==> src/rtl/qos_deq_scheduler.sv <==
// Dequeue scheduler for the QoS queue set: picks one non-empty queue per slot
// (strict priority or weighted round-robin) and strobes its read enable.
module qos_deq_scheduler #(
    parameter int NUM_Q    = 4,
    parameter int DEPTH_W  = 3,
    parameter int WEIGHT_W = 4,
    parameter int QID_W    = 2
) (
    input  logic                        clk,
    input  logic                        rst,
    input  logic [NUM_Q*DEPTH_W-1:0]    q_depth,
    input  logic [NUM_Q*WEIGHT_W-1:0]   q_weight,
    input  logic                        sp_mode,
    input  logic                        cfg_load,
    input  logic                        out_ready,
    output logic [NUM_Q-1:0]            deq_en,
    output logic                        deq_valid,
    output logic [QID_W-1:0]            deq_qid,
    output logic [1:0]                  sched_state
);

    typedef enum logic [1:0] {
        IDLE   = 2'd0,
        SELECT = 2'd1,
        ISSUE  = 2'd2,
        HOLD   = 2'd3
    } state_t;

    state_t                 state_reg;
    logic [QID_W-1:0]       qid_reg;
    logic [QID_W-1:0]       last_grant_reg;
    logic                   wrr_grant_reg;
    logic [WEIGHT_W-1:0]    credit_reg [NUM_Q];

    logic [WEIGHT_W-1:0]    eff_w [NUM_Q];
    logic [NUM_Q-1:0]       eligible;
    logic [NUM_Q-1:0]       has_credit;
    logic                   any_eligible;
    logic [QID_W-1:0]       sp_qid;
    logic [QID_W-1:0]       wrr_qid;
    logic                   wrr_found;
    logic                   handshake;
    logic                   reload_all;

    generate
        for (genvar gi = 0; gi < NUM_Q; gi++) begin : g_queue
            logic [WEIGHT_W-1:0] raw_w;
            assign raw_w         = q_weight[gi*WEIGHT_W +: WEIGHT_W];
            assign eff_w[gi]     = (raw_w == '0) ? WEIGHT_W'(1) : raw_w;
            assign eligible[gi]  = (q_depth[gi*DEPTH_W +: DEPTH_W] != '0);
            assign has_credit[gi] = eligible[gi] && (credit_reg[gi] != '0);
        end
    endgenerate

    assign any_eligible = |eligible;
    assign wrr_found    = |has_credit;
    assign handshake    = (state_reg == ISSUE) && out_ready;

    // Lowest-index eligible queue wins; the descending loop lets lower indices overwrite.
    always_comb begin
        sp_qid = '0;
        for (int i = NUM_Q - 1; i >= 0; i--) begin
            if (eligible[i]) begin
                sp_qid = QID_W'(i);
            end
        end
    end

    // Cyclic search starting just after the last grant; nearest candidate overwrites last.
    always_comb begin
        int idx;
        logic [QID_W-1:0] idx_q;
        idx     = 0;
        idx_q   = '0;
        wrr_qid = '0;
        for (int k = NUM_Q - 1; k >= 0; k--) begin
            idx   = (int'(last_grant_reg) + 1 + k) % NUM_Q;
            idx_q = QID_W'(idx);
            if (has_credit[idx_q]) begin
                wrr_qid = idx_q;
            end
        end
    end

    // Credits refill when every eligible queue has run dry, or on an explicit load.
    assign reload_all = cfg_load ||
                        ((state_reg == SELECT) && any_eligible && !sp_mode && !wrr_found);

    always_ff @(posedge clk) begin
        if (!rst) begin
            state_reg      <= IDLE;
            qid_reg        <= '0;
            last_grant_reg <= QID_W'(NUM_Q - 1);
            wrr_grant_reg  <= 1'b0;
        end else begin
            unique case (state_reg)
                IDLE: begin
                    if (any_eligible) begin
                        state_reg <= SELECT;
                    end
                end
                SELECT: begin
                    if (!any_eligible) begin
                        state_reg <= IDLE;
                    end else if (sp_mode) begin
                        qid_reg       <= sp_qid;
                        wrr_grant_reg <= 1'b0;
                        state_reg     <= ISSUE;
                    end else if (wrr_found) begin
                        qid_reg       <= wrr_qid;
                        wrr_grant_reg <= 1'b1;
                        state_reg     <= ISSUE;
                    end
                end
                ISSUE: begin
                    if (out_ready) begin
                        last_grant_reg <= qid_reg;
                        state_reg      <= HOLD;
                    end
                end
                HOLD: begin
                    state_reg <= any_eligible ? SELECT : IDLE;
                end
                default: state_reg <= IDLE;
            endcase
        end
    end

    generate
        for (genvar gi = 0; gi < NUM_Q; gi++) begin : g_credit
            logic dec;
            assign dec = handshake && wrr_grant_reg && (qid_reg == QID_W'(gi));
            always_ff @(posedge clk) begin
                if (!rst || reload_all) begin
                    credit_reg[gi] <= eff_w[gi];
                end else if (dec && (credit_reg[gi] != '0)) begin
                    credit_reg[gi] <= credit_reg[gi] - WEIGHT_W'(1);
                end
            end
        end
    endgenerate

    // Gated with rst so a reset landing on a handshake cycle never strobes a queue.
    always_comb begin
        deq_en = '0;
        if (handshake && rst) begin
            deq_en[qid_reg] = 1'b1;
        end
    end

    assign deq_valid   = (state_reg == ISSUE);
    assign deq_qid     = qid_reg;
    assign sched_state = state_reg;

endmodule

==> config.mk <==
export PLATFORM = sky130hd
export DESIGN_NAME = qos_deq_scheduler
export DESIGN_NICKNAME = d
export VERILOG_FILES = /design/src/rtl/qos_deq_scheduler.sv
export SDC_FILE = /design/constraint.sdc
export NUM_CORES = 1
export LEC_CHECK = 0
export CAP_MARGIN = 20
export CORE_UTILIZATION = 35
export CTS_BUF_LIST = sky130_fd_sc_hd__clkbuf_16
export CTS_CLUSTER_SIZE = 14
export DETAILED_ROUTE_END_ITERATION = 7
export PLACE_DENSITY = 0.72
export SLEW_MARGIN = 20
export SYNTH_ARGS = -nofsm -noshare
export SYNTH_HDL_FRONTEND = slang
export SYNTH_SLANG_ARGS = --single-unit
export TNS_END_PERCENT = 50
==> constraint.sdc <==
create_clock -name clk -period 2.49 [get_ports clk]
set_input_delay 0.3735 -clock clk [delete_from_list [all_inputs] [get_ports clk]]
set_output_delay 0.3735 -clock clk [all_outputs]
set_load 0.05 [all_outputs]
==> results_dict.tcl <==
set metrics [dict create \
    post-route-util_pct 57.5 \
    dr.pass1.iters 4 \
    max_freq_mhz 405 \
    final_common_cell "clkdlybuf4s50_1" \
    fin_ws_ns 0.0191 \
    p_comb_share_pct 25.5 \
    finalPower_mw 1.11 \
    place_hpwl_mm 2.76 \
    grt_pass1_vias 1358 \
    ys_warn_count 0 \
    p_leak_nw 0.878 \
    clock_sinks 23 \
    cts_tree "built" \
    start_kind "flip-flop" \
    wl_per_cell_microns 13.0 \
    fp.dieH_microns 67.0 \
    place_congestion 0.863 \
    hold_path_class "reg -> reg" \
    n_antenna_cell 0 \
    worstMarginPinSlew_ns 0.537 \
    worst-setup-path-type "reg -> reg" \
    syn_to_final_growth_pct 56.5 \
    n_fill_cell 359 \
    synth_area_sq_um 1480 \
    finalWirelength_mm 3.68 \
    worst_ep_required_time_ns 2.44 \
    ir_worst_vdd_uv 390 \
    clockRootBuffer "clkbuf_16" \
    synth_seq_cells 23 \
    cp.arrival_ns 2.42 \
    grt_usage_pct 17.8 \
    largest_reg_flops 16 \
    cts_max_path_buffers 2 \
    syn_inst 167 \
    internal-power_uw 811 \
    nNetsFinal 270 \
    switching_share_pct 26.7 \
    drv_cap 0 \
    status "finished clean" \
    clk_pin_slew_ns 0.06 \
    vias 1491 \
    synth_cell_type_count 40 \
    cts-htree-levels 1 \
    hold_buffers 0 \
    end_kind "flip-flop" \
    ios 42 \
    finalMaxSlewViolations 0 \
    reg2reg_depth 8 \
    grt_max_degree 14 \
    drt_iter0_markers 77 \
    finalSetupViolCount 0 \
    viasPerCell 5.29 \
    finalHoldViolations 0 \
    drc_errors 0 \
    core_sq_um 4030 \
    antenna_found_initial 0 \
    switching_power_uw 296 \
    period_needed_ns 2.47 \
    clock_latency_ns 0.25 \
    drive_gt1_share_pct 21.6 \
    start_util_pct 36.7 \
    ant_nets 0 \
    synth_area_per_cell_sq_um 8.86 \
    cts_buffers 3 \
    pwr_density_cell_nw_per_um2 478 \
    place_ws_ns -0.217 \
    grt_setup_unrepaired "yes" \
    fin_crit_sh_pct 99.2 \
    rows 23 \
    relSlewSlack_pct 64.1 \
    port_buffers 41 \
    die_area_sq_um 4490 \
    seq_area_frac_synth_pct 42.0 \
    final_cell_mix "37 x clkdlybuf4s50_1, 23 x buf_4, 16 x nand2_1, 16 x edfxtp_1, 15 x nor3_1" \
    critPathMaxFanout 4 \
    p_seq_share_pct 43.6 \
    synth.net_count 204 \
    worstHoldPathCells 1 \
    fp.dieW_microns 67.0 \
    grt_pass1_wl_mm 5.98 \
    fin_skew_ns 0.00195 \
    overflow 0 \
    p_clk_share_pct 30.9 \
]
## power groups by stage
stage	combinational, mW	sequential, mW	clock, mW
after floorplan	0.129	0.500	0
after global placement	0.262	0.486	0
after detailed placement	0.263	0.487	0
after CTS	0.267	0.480	0.343
after global routing	0.309	0.488	0.359
final	0.283	0.483	0.342
## kinds of logic (layout without fill, tap and decap cells)
kind of cell	after synthesis	in the layout	synth area share [%]
AOI/OAI and AO/OA	44	44	19.3
buffers and inverters	15	80	4.31
muxes	1	1	0.761
xor gates and xnor gates	8	8	4.74
DFF	23	23	42.0
and+or+nand+nor	72	72	25.6
adders and majority gates	4	4	3.38
## layer usage
layer	vias to the layer above	global-route usage (%)	wire, microns
met3	2	3.77	245
met2	52	29.5	1830
met4	0	5.32	18
li1	750	-	-
met1	687	22.7	1580
met5	-	0	0
## synthesized netlist by cell type
| cell type | number | share of area (%) |
|---|---|---|
| a21oi_1 | 13 | 4.4 |
| o21a_1 | 2 | 1.0 |
| buf_6 | 1 | 0.76 |
| nor4_1 | 1 | 0.42 |
| a2bb2o_4 | 1 | 1.4 |
| or3_1 | 2 | 0.85 |
| a41oi_1 | 2 | 1.2 |
| nand4_1 | 2 | 0.85 |
| o31a_2 | 1 | 0.68 |
| clkbuf_1 | 3 | 0.76 |
| xor2_1 | 1 | 0.59 |
| nand3_1 | 3 | 1.0 |
| or4b_1 | 1 | 0.68 |
| a31oi_1 | 3 | 1.3 |
| mux2_2 | 1 | 0.76 |
| o31ai_1 | 3 | 1.5 |
| nor2_1 | 14 | 3.6 |
| o31a_1 | 1 | 0.59 |
| and2_0 | 1 | 0.42 |
| ha_1 | 4 | 3.4 |
| edfxtp_1 | 16 | 32 |
| or3b_1 | 1 | 0.59 |
| nand4bb_1 | 1 | 0.76 |
| o41ai_1 | 1 | 0.59 |
| nor3_1 | 16 | 5.4 |
| dfxtp_1 | 7 | 9.5 |
| nor3_2 | 1 | 0.68 |
| o22ai_1 | 1 | 0.42 |
| inv_1 | 11 | 2.8 |
| o211ai_1 | 3 | 1.5 |
| nand2b_1 | 3 | 1.3 |
| o21ai_0 | 12 | 4.1 |
| o211a_1 | 1 | 0.68 |
| nor3b_1 | 5 | 2.5 |
| or2_2 | 1 | 0.42 |
| nor2b_1 | 2 | 0.85 |
| nand2_1 | 16 | 4.1 |
| xnor2_1 | 7 | 4.1 |
| nand4b_1 | 1 | 0.59 |
| and4_1 | 1 | 0.59 |
## worst max-delay path, stage by stage (launching register included)
cell and delay (ns):
edfxtp_1 0.41, inv_2 0.08, ha_2 0.18, nor3b_4 0.21
buf_6 0.14, a2bb2o_4 0.21, or3_4 0.36, o31a_1 0.38
nand2b_1 0.19
## stage by stage
step | area (sq um) | hold slack [ns] | setup TNS, ns | std cells
finish | 2310 | 0.499 | 0 | 282
global route | 2310 | 0.522 | -0.920 | 282
CTS | 2240 | 0.502 | 0 | 277
detailed placement | 2150 | 0.489 | -3.35 | 273
global placement | 2150 | 0.481 | -2.76 | 273
floorplan | 1520 | 0.472 | 0 | 167
## final timing paths
kind / end / slack [ns] / from
worst max-delay path: credit_reg[0][3]$_DFFE_PP_ / 0.02 / credit_reg[0][0]$_DFFE_PP_
worst max register to register: credit_reg[0][3]$_DFFE_PP_ / 0.02 / credit_reg[0][0]$_DFFE_PP_
worst min-delay path: wrr_grant_reg$_SDFFE_PN0P_ / 0.50 / wrr_grant_reg$_SDFFE_PN0P_
worst min register to register: wrr_grant_reg$_SDFFE_PN0P_ / 0.50 / wrr_grant_reg$_SDFFE_PN0P_
## area by class of cell
type                            count  area [sq um]  share of cell area (%)
Multi-Input combinational cell    129           875                    37.8
Timing Repair Buffer               65           634                    27.4
Sequential cell                    23           622                    26.9
Clock buffer                        3          75.1                    3.24
Tap cell                           50          62.6                    2.70
Inverter                           11          41.3                    1.78
Clock inverter                      1          5.00                   0.216
## what timing repair did
action	4_1_cts	5_1_grt
endpoints found under the setup margin	16	16
resized for setup	1	10
pin swaps	1	2
setup buffers	0	5
cloned	0	0
Power figures use the tool's default switching activity.
